[config.mk]
export PLATFORM = sky130hd
export DESIGN_NAME = i2c_slave_read_byte
export DESIGN_NICKNAME = d
export VERILOG_FILES = /design/src/rtl/i2c_slave_read_byte.sv
export SDC_FILE = /design/constraint.sdc
export NUM_CORES = 1
export LEC_CHECK = 0
export CAP_MARGIN = 20
export CORE_MARGIN = 3
export CORE_UTILIZATION = 25
export CTS_BUF_LIST = sky130_fd_sc_hd__clkbuf_8 sky130_fd_sc_hd__clkbuf_16
export CTS_CLUSTER_DIAMETER = 30
export DETAILED_ROUTE_END_ITERATION = 10
export GPL_TIMING_DRIVEN = 1
export PLACE_DENSITY_LB_ADDON = 0.1
export SLEW_MARGIN = 0
export SYNTH_ARGS = -nofsm -noshare
export SYNTH_HDL_FRONTEND = slang
export SYNTH_SLANG_ARGS = --single-unit
[constraint.sdc]
create_clock -name clock -period 1.7 [get_ports clock]
set_clock_uncertainty 0.2 [all_clocks]
set_input_delay 0.17 -clock clock [delete_from_list [all_inputs] [get_ports clock]]
set_output_delay 0.17 -clock clock [all_outputs]
set_load 0.05 [all_outputs]
[src/rtl/i2c_slave_read_byte.sv]
// Receives one I2C byte (MSB first) by sampling SDA on SCL rising edges seen in the system clock domain.
// Define I2C_SLAVE_READ_BYTE_BUS_CONDITION_DETECT_EN to abort on START/STOP seen mid-byte (error strobe).
module i2c_slave_read_byte (
   input  logic clock,
   input  logic reset_n,
   input  logic enable,
   input  logic scl,
   input  logic sda,
   output logic data,
   output logic save,
   output logic finish,
   output logic error
);

   typedef enum logic [1:0] {IDLE, RECEIVE, WAIT_LOW} state_t;

   state_t     state_q, state_d;
   logic [2:0] cnt_q, cnt_d;
   logic       data_q, data_d;
   logic       save_q, save_d;
   logic       finish_q, finish_d;
   logic       scl_last_q;
   logic       scl_rise, scl_fall;
   logic       bus_cond;

   assign scl_rise = !scl_last_q && scl;
   assign scl_fall = scl_last_q && !scl;

`ifdef I2C_SLAVE_READ_BYTE_BUS_CONDITION_DETECT_EN
   logic sda_last_q;
   logic error_q, error_d;

   // SDA moving while SCL stays high is a START or STOP from the master
   assign bus_cond = (state_q != IDLE) && scl_last_q && scl && (sda_last_q != sda);
   assign error_d  = enable && bus_cond;

   always_ff @(posedge clock or negedge reset_n) begin
      if (!reset_n) begin
         sda_last_q <= 1'b1;
         error_q    <= 1'b0;
      end else begin
         sda_last_q <= sda;
         error_q    <= error_d;
      end
   end

   assign error = error_q;
`else
   assign bus_cond = 1'b0;
   assign error    = 1'b0;
`endif

   // state register
   always_ff @(posedge clock or negedge reset_n) begin
      if (!reset_n) begin
         state_q    <= IDLE;
         cnt_q      <= 3'd0;
         data_q     <= 1'b0;
         save_q     <= 1'b0;
         finish_q   <= 1'b0;
         scl_last_q <= 1'b1;
      end else begin
         state_q    <= state_d;
         cnt_q      <= cnt_d;
         data_q     <= data_d;
         save_q     <= save_d;
         finish_q   <= finish_d;
         scl_last_q <= scl;
      end
   end

   // next state; enable low outranks any bus event or SCL edge
   always_comb begin
      state_d = state_q;
      cnt_d   = cnt_q;
      case (state_q)
         IDLE: begin
            if (enable) begin
               state_d = RECEIVE;
               cnt_d   = 3'd0;
            end
         end
         RECEIVE: begin
            if (!enable || bus_cond) begin
               state_d = IDLE;
               cnt_d   = 3'd0;
            end else if (scl_rise) begin
               cnt_d = cnt_q + 3'd1;
               if (cnt_q == 3'd7) state_d = WAIT_LOW;
            end
         end
         WAIT_LOW: begin
            if (!enable || bus_cond) begin
               state_d = IDLE;
               cnt_d   = 3'd0;
            end else if (scl_fall) begin
               state_d = IDLE;
            end
         end
         default: begin
            state_d = IDLE;
            cnt_d   = 3'd0;
         end
      endcase
   end

   // registered outputs: strobes one clock after the qualifying edge
   always_comb begin
      data_d   = data_q;
      save_d   = 1'b0;
      finish_d = 1'b0;
      if (enable && !bus_cond) begin
         if (state_q == RECEIVE && scl_rise) begin
            data_d = sda;
            save_d = 1'b1;
         end
         if (state_q == WAIT_LOW && scl_fall) finish_d = 1'b1;
      end
   end

   assign data   = data_q;
   assign save   = save_q;
   assign finish = finish_q;

endmodule

==> flow_summary.ini <==
[clock_network]
clk_path_buf_depth = 2
cts_tree = done
clock_sinks = 9
h_tree_level_count = 1
clk_root_buffer_cell = sky130_fd_sc_hd__clkbuf_8
worstSkewPairLatency_ns = 0.23
cts_hold_buf = 0
number_of_gates_given_a_new_drive_strength_after_cts = 0
numCtsBuffers = 3
postCtsSetupBuffers = 0
cts.clk_slew.worst_paths_ns = 0.05

[timing]
finalSetupTns_ns = 0
rsz_0062_raised_after_global_routing = false
post-route-worst-setup-slack_ns = 0.212
post-route-period-util_pct = 87.5
timing.final.crit_period_ns = 1.49
finalMaxSlewViolations = 0
max_clock_freq_ghz = 0.672
setup_violations = 0
timing.final.hold_violations = 0

[worst_setup_path]
worst-endpoint-required_ns = 1.62
worstSetupEndpointType = register
start_kind = register
worstPathArrival_ns = 1.40
worst-r2r-cell-count = 3
worst-setup-path-type = reg2reg
regToRegStartpoint = state_q[0]
crit_path_max_fanout = 7
critical_path.reg2reg.endpoint = data
critical_path.startpoint = state_q[0]
worst_setup_path_endpoint = data
setup.reg_to_reg.worst_slack_ns = 0.21

[synth]
synth.largest_area_cell = sky130_fd_sc_hd__dfrtp_1
yosys-top-cells-count = sky130_fd_sc_hd__dfrtp_1 (8), sky130_fd_sc_hd__a21oi_1 (4), sky130_fd_sc_hd__o21ai_0 (4)
ys_types = 24
postSynthAreaPerCell_sq_um = 11.5
synth.cell_area_sq_um = 470
synth_sequential_area_ratio_pct = 48.1
dominantRegCellSynth = sky130_fd_sc_hd__dfrtp_1
postSynthRegisterBits = 9
netlist.area_leader.share_pct = 42.6
synth.most_common_cell = sky130_fd_sc_hd__dfrtp_1
edff_count_synth = 0
count_of_synthesis_stage_warnings_from_yosys = 0
net_count_after_synthesis = 48
async_reset_ff_share_pct = 100
synthesis.instances = 41
yosys-top-cells-area = sky130_fd_sc_hd__dfrtp_1 (43%), sky130_fd_sc_hd__dfstp_2 (5.6%), sky130_fd_sc_hd__ha_1 (5.3%)

[layout]
regArea_sq_um = 226
synthToLayoutAreaGrowth_pct = 29.5
fillers = 174
post_route_cells_drive_above_1_share_pct = 28.8
nets = 60
finish.utilization_pct = 34.9
multi_input_comb_area_sq_um = 229
fin_area_sq_um = 609
antenna_cells_inserted = 0

[detailed_routing]
drc_errors = 0
detail_route.wirelength_um = 922
dr_total_vias = 355
detail_route.first_pass.iterations = 4
drt-wirelength-per-cell_um = 12.0
ant_nets = 0
detail_route.iter0.violations = 1
via_per_inst = 4.61

[global_route]
track_usage_pct = 9.36
first_pass_grt_wire_length_mm = 1.68
grt.overflow.total = 0
first_global_vias = 365
grt_start_max_net_pins = 10
antenna_violations_before_repair = 0

[floorplan]
chipWidth_um = 49.4
top_level_ports = 9
die_area_sq_mm = 0.00244
die_height_um = 49.4
initial_utilization_pct = 27.0
floorplan.core_area_sq_mm = 0.00175
floorplan.rows = 15

[place]
postPlaceCellArea_sq_um = 564
placement.io_buffers = 7
post-place-ws_ns = -0.0309
globalplace.congestion = 0.805

[min_path]
min_path_type = in2async

[run_status]
status = complete, no violations

[pwr]
worst_supply_voltage_drop_on_vdd_v = 0.000420
cellPowerDensity_mw_per_mm2 = 917
p_leak_nw = 0.292

[flow_run]
maxCapViolations = 0
==> critical path: stages, from the launching register on <==
cell                      delay [ns]
sky130_fd_sc_hd__dfrtp_1        0.45
sky130_fd_sc_hd__nor2b_4        0.22
sky130_fd_sc_hd__and3_4         0.20
sky130_fd_sc_hd__mux2_4         0.29
==> per-stage QoR <==
step                hold WS (ns)  cells  total power [mW]
finish                    0.0339     77             0.559
global route              0.0712     77             0.590
CTS                       0.0551     77             0.565
detailed placement         0.299     73             0.321
global placement           0.297     73             0.320
floorplan                 -0.326     41             0.288
==> layer usage <==
metal	global-route usage [%]	up-vias	wire [um]
met1	10.8	172	407
li1	-	170	-
met2	13.6	9	440
met3	2.14	4	45
met4	9.68	0	29
met5	0	-	0
==> registers in the layout (all words and copies together), names as in the netlist <==
signal,cells
cnt_q,3
scl_last_q,1
save,1
data,1
finish,1
state_q,2
==> placed cells by master (no fill, tap or decap), drive strengths merged, types with 2 or more instances in the layout <==
| cell type | count |
|---|---|
| dfrtp | 8 |
| o21ai | 4 |
| a21oi | 4 |
| clkdlybuf4s50 | 4 |
| buf | 4 |
| inv | 3 |
| clkbuf | 3 |
| nor2b | 3 |
| mux2i | 2 |
| and4b | 2 |
| ha | 2 |
==> power by group <==
| group | internal [mW] | switching (mW) |
|---|---|---|
| clock | 0.157 | 0.0843 |
| combinational | 0.0342 | 0.0489 |
| sequential | 0.226 | 0.00806 |
==> kinds of logic (layout without fill, tap and decap cells) <==
logic type / count (synthesis) / count (layout) / synth area share, %
AOI/OAI and AO/OA: 10 / 10 / 12.2
adders and majority gates: 2 / 2 / 5.32
buffers and inverters: 3 / 14 / 3.19
DFF: 9 / 9 / 48.1
and+or+nand+nor: 13 / 13 / 22.9
other: 1 / 1 / 0.797
muxes: 3 / 3 / 7.45
==> worst min path at each step <==
stage | start | slack, ns | cells past startpoint | end
after floorplan | reset_n | -0.33 | 0 | cnt_q[0]
after global placement | reset_n | 0.30 | 1 | finish
after detailed placement | reset_n | 0.30 | 1 | finish
after CTS | reset_n | 0.06 | 1 | finish
after global routing | reset_n | 0.07 | 1 | cnt_q[0]
final | reset_n | 0.03 | 1 | save
==> final cells by class <==
type	count	area share, %
inverters	2	1.23
repair buffers	8	11.5
multi-input cells	29	37.6
flip-flops and latches	9	37.2
clock inverters	1	0.616
well taps	25	5.13
clock buffers	3	6.78
Power figures use the tool's default switching activity.
==> RTL change, RTL diff (same settings) <==
Put one more register stage on the output `save`, without a reset. The value now appears one clock later. The other outputs are not delayed to match.
--- a/src/rtl/i2c_slave_read_byte.sv
+++ b/src/rtl/i2c_slave_read_byte.sv
@@ -120,5 +120,7 @@
 
    assign data   = data_q;
-   assign save   = save_q;
+   always_ff @(posedge clock) begin
+      save <= save_q;
+   end
    assign finish = finish_q;
 
Function: changed (a bounded check fails within 4 cycles, from zero or initial values and one cycle with reset_n low).
==> RTL change against the unedited design <==
Die area is 2.8% higher; critical path type unchanged; clock power grew 24%; power is 14% higher; largest power group unchanged; synthesized cell count is 2.4% lower; worst setup slack better by 0.021 ns; sequential share of layout area increased by 1.9 points; global-route usage fell by 0.51 points; sequential cell count increased by 1; final area up 3.5%; area after synthesis rose by 3.2%; wire length unchanged.
==> RTL change: results (changes against the unedited design) <==
metric	value	unit	change
met1_usage	9.02	%	was 10.8%
globalRouteMet2Util	12.6	%	was 13.6%
arrival	1.38	ns	was 1.40 ns
synthArstFlopShare	90.0	%	was 100%
grt_pass1_vias	342		was 365
r2r_slack	0.23	ns	was 0.21 ns
first_pass_iters	2		was 4
ys_top_cells_by_count	dfrtp_1 (8), a21oi_1 (3), nor4b_1 (3), o21ai_0 (3)		was dfrtp_1 (8), a21oi_1 (4), o21ai_0 (4)
critical_path.max_fanout	4		was 7
grt_usage	8.85	%	was 9.36%
p_leak	0.295	nW	was 0.292 nW
synth-compound-area-share	7.73	%	was 12.2%
synth_xor_area_share	1.80	%	was 0%
yosysSeqAreaShare	50.8	%	was 48.1%
dp_cells	72		was 73
status	completed		unchanged
reg2regPathDepth	4		was 3
grt_pass1_wl	1.51	mm	was 1.68 mm
reg2reg_to	cnt_q[2]		was data
gp_congestion	0.801		was 0.805
fillers	183		was 174
synthMuxAreaShare	7.22	%	was 7.45%
place_ws	0.0529	ns	was -0.0309 ns
syn_nets	47		was 48
rr_startpoint	cnt_q[0]		was state_q[0]
grt_use_met3	5.74	%	was 2.14%
drive_above_1_share	29.4	%	was 28.8%
cts_hold_buf	0		unchanged
finalWirelength	922	um	unchanged
synthTopCellsByArea	dfrtp_1 (41%), dfstp_2 (5.4%), nor4b_1 (5.4%), ha_1 (5.2%), dfxtp_1 (4.1%)		was dfrtp_1 (43%), dfstp_2 (5.6%), ha_1 (5.3%), and4b_2 (4.8%), a21oi_1 (4.3%)
num_vias	333		was 355
vdd_drop_max	547	uV	was 420 uV
drtIter0Drc	2		was 1
wl_per_cell	12.1	um	was 12.0 um
RTL change: cell type report:
cell class,count,area share [%]
repair buffers,9,12.3
clock buffers,4,8.73
well taps,25,4.96
flip-flops and latches,10,39.1
multi-input cells,28,34.9
RTL change: stage by stage:
stage	hold slack [ns]	area [um2]	util [%]
floorplan	-0.326	485	-
global placement	0.132	576	32.3
detailed placement	0.130	576	32.3
CTS	0.0591	631	35.4
global route	0.0778	631	35.4
finish	0.0551	631	35.4
RTL change: layer usage:
| metal | vias to the layer above | share of wire, % | routed length (um) |
|---|---|---|---|
| met5 | - | 0 | 0 |
| met4 | 0 | 1.6 | 15 |
| met3 | 2 | 8.9 | 82 |
| met2 | 10 | 45 | 416 |
| met1 | 161 | 44 | 407 |
| li1 | 160 | - | - |
RTL change: kinds of logic (layout without fill, tap and decap cells):
family | Yosys count | after routing
xor gates and xnor gates | 1 | 1
and+or+nand+nor | 14 | 14
muxes | 3 | 3
adders and majority gates | 2 | 2
other | 1 | 1
DFF | 10 | 10
buffers and inverters | 2 | 13
AOI/OAI and AO/OA | 7 | 7
RTL change: worst max-delay path by stage:
stage / start / to / slack [ns]
global placement: enable / data / 0.08
detailed placement: enable / data / 0.05
CTS: cnt_q[0] / cnt_q[2] / 0.23
global route: cnt_q[0] / cnt_q[2] / 0.16
finish: cnt_q[0] / cnt_q[2] / 0.23
floorplan: scl_last_q / data / 0.34
RTL change: power breakdown:
| part | total (mW) | switching, mW | internal, mW |
|---|---|---|---|
| sequential | 0.258 | 0.00833 | 0.250 |
| clock | 0.300 | 0.0958 | 0.204 |
| combinational | 0.0796 | 0.0465 | 0.0331 |
| total | 0.637 | 0.151 | 0.487 |
RTL change: critical path, stage by stage, from the launching register on:
cell,delay [ns]
dfrtp_1,0.42
ha_1,0.22
ha_1,0.27
mux2i_1,0.13
o21ai_0,0.09
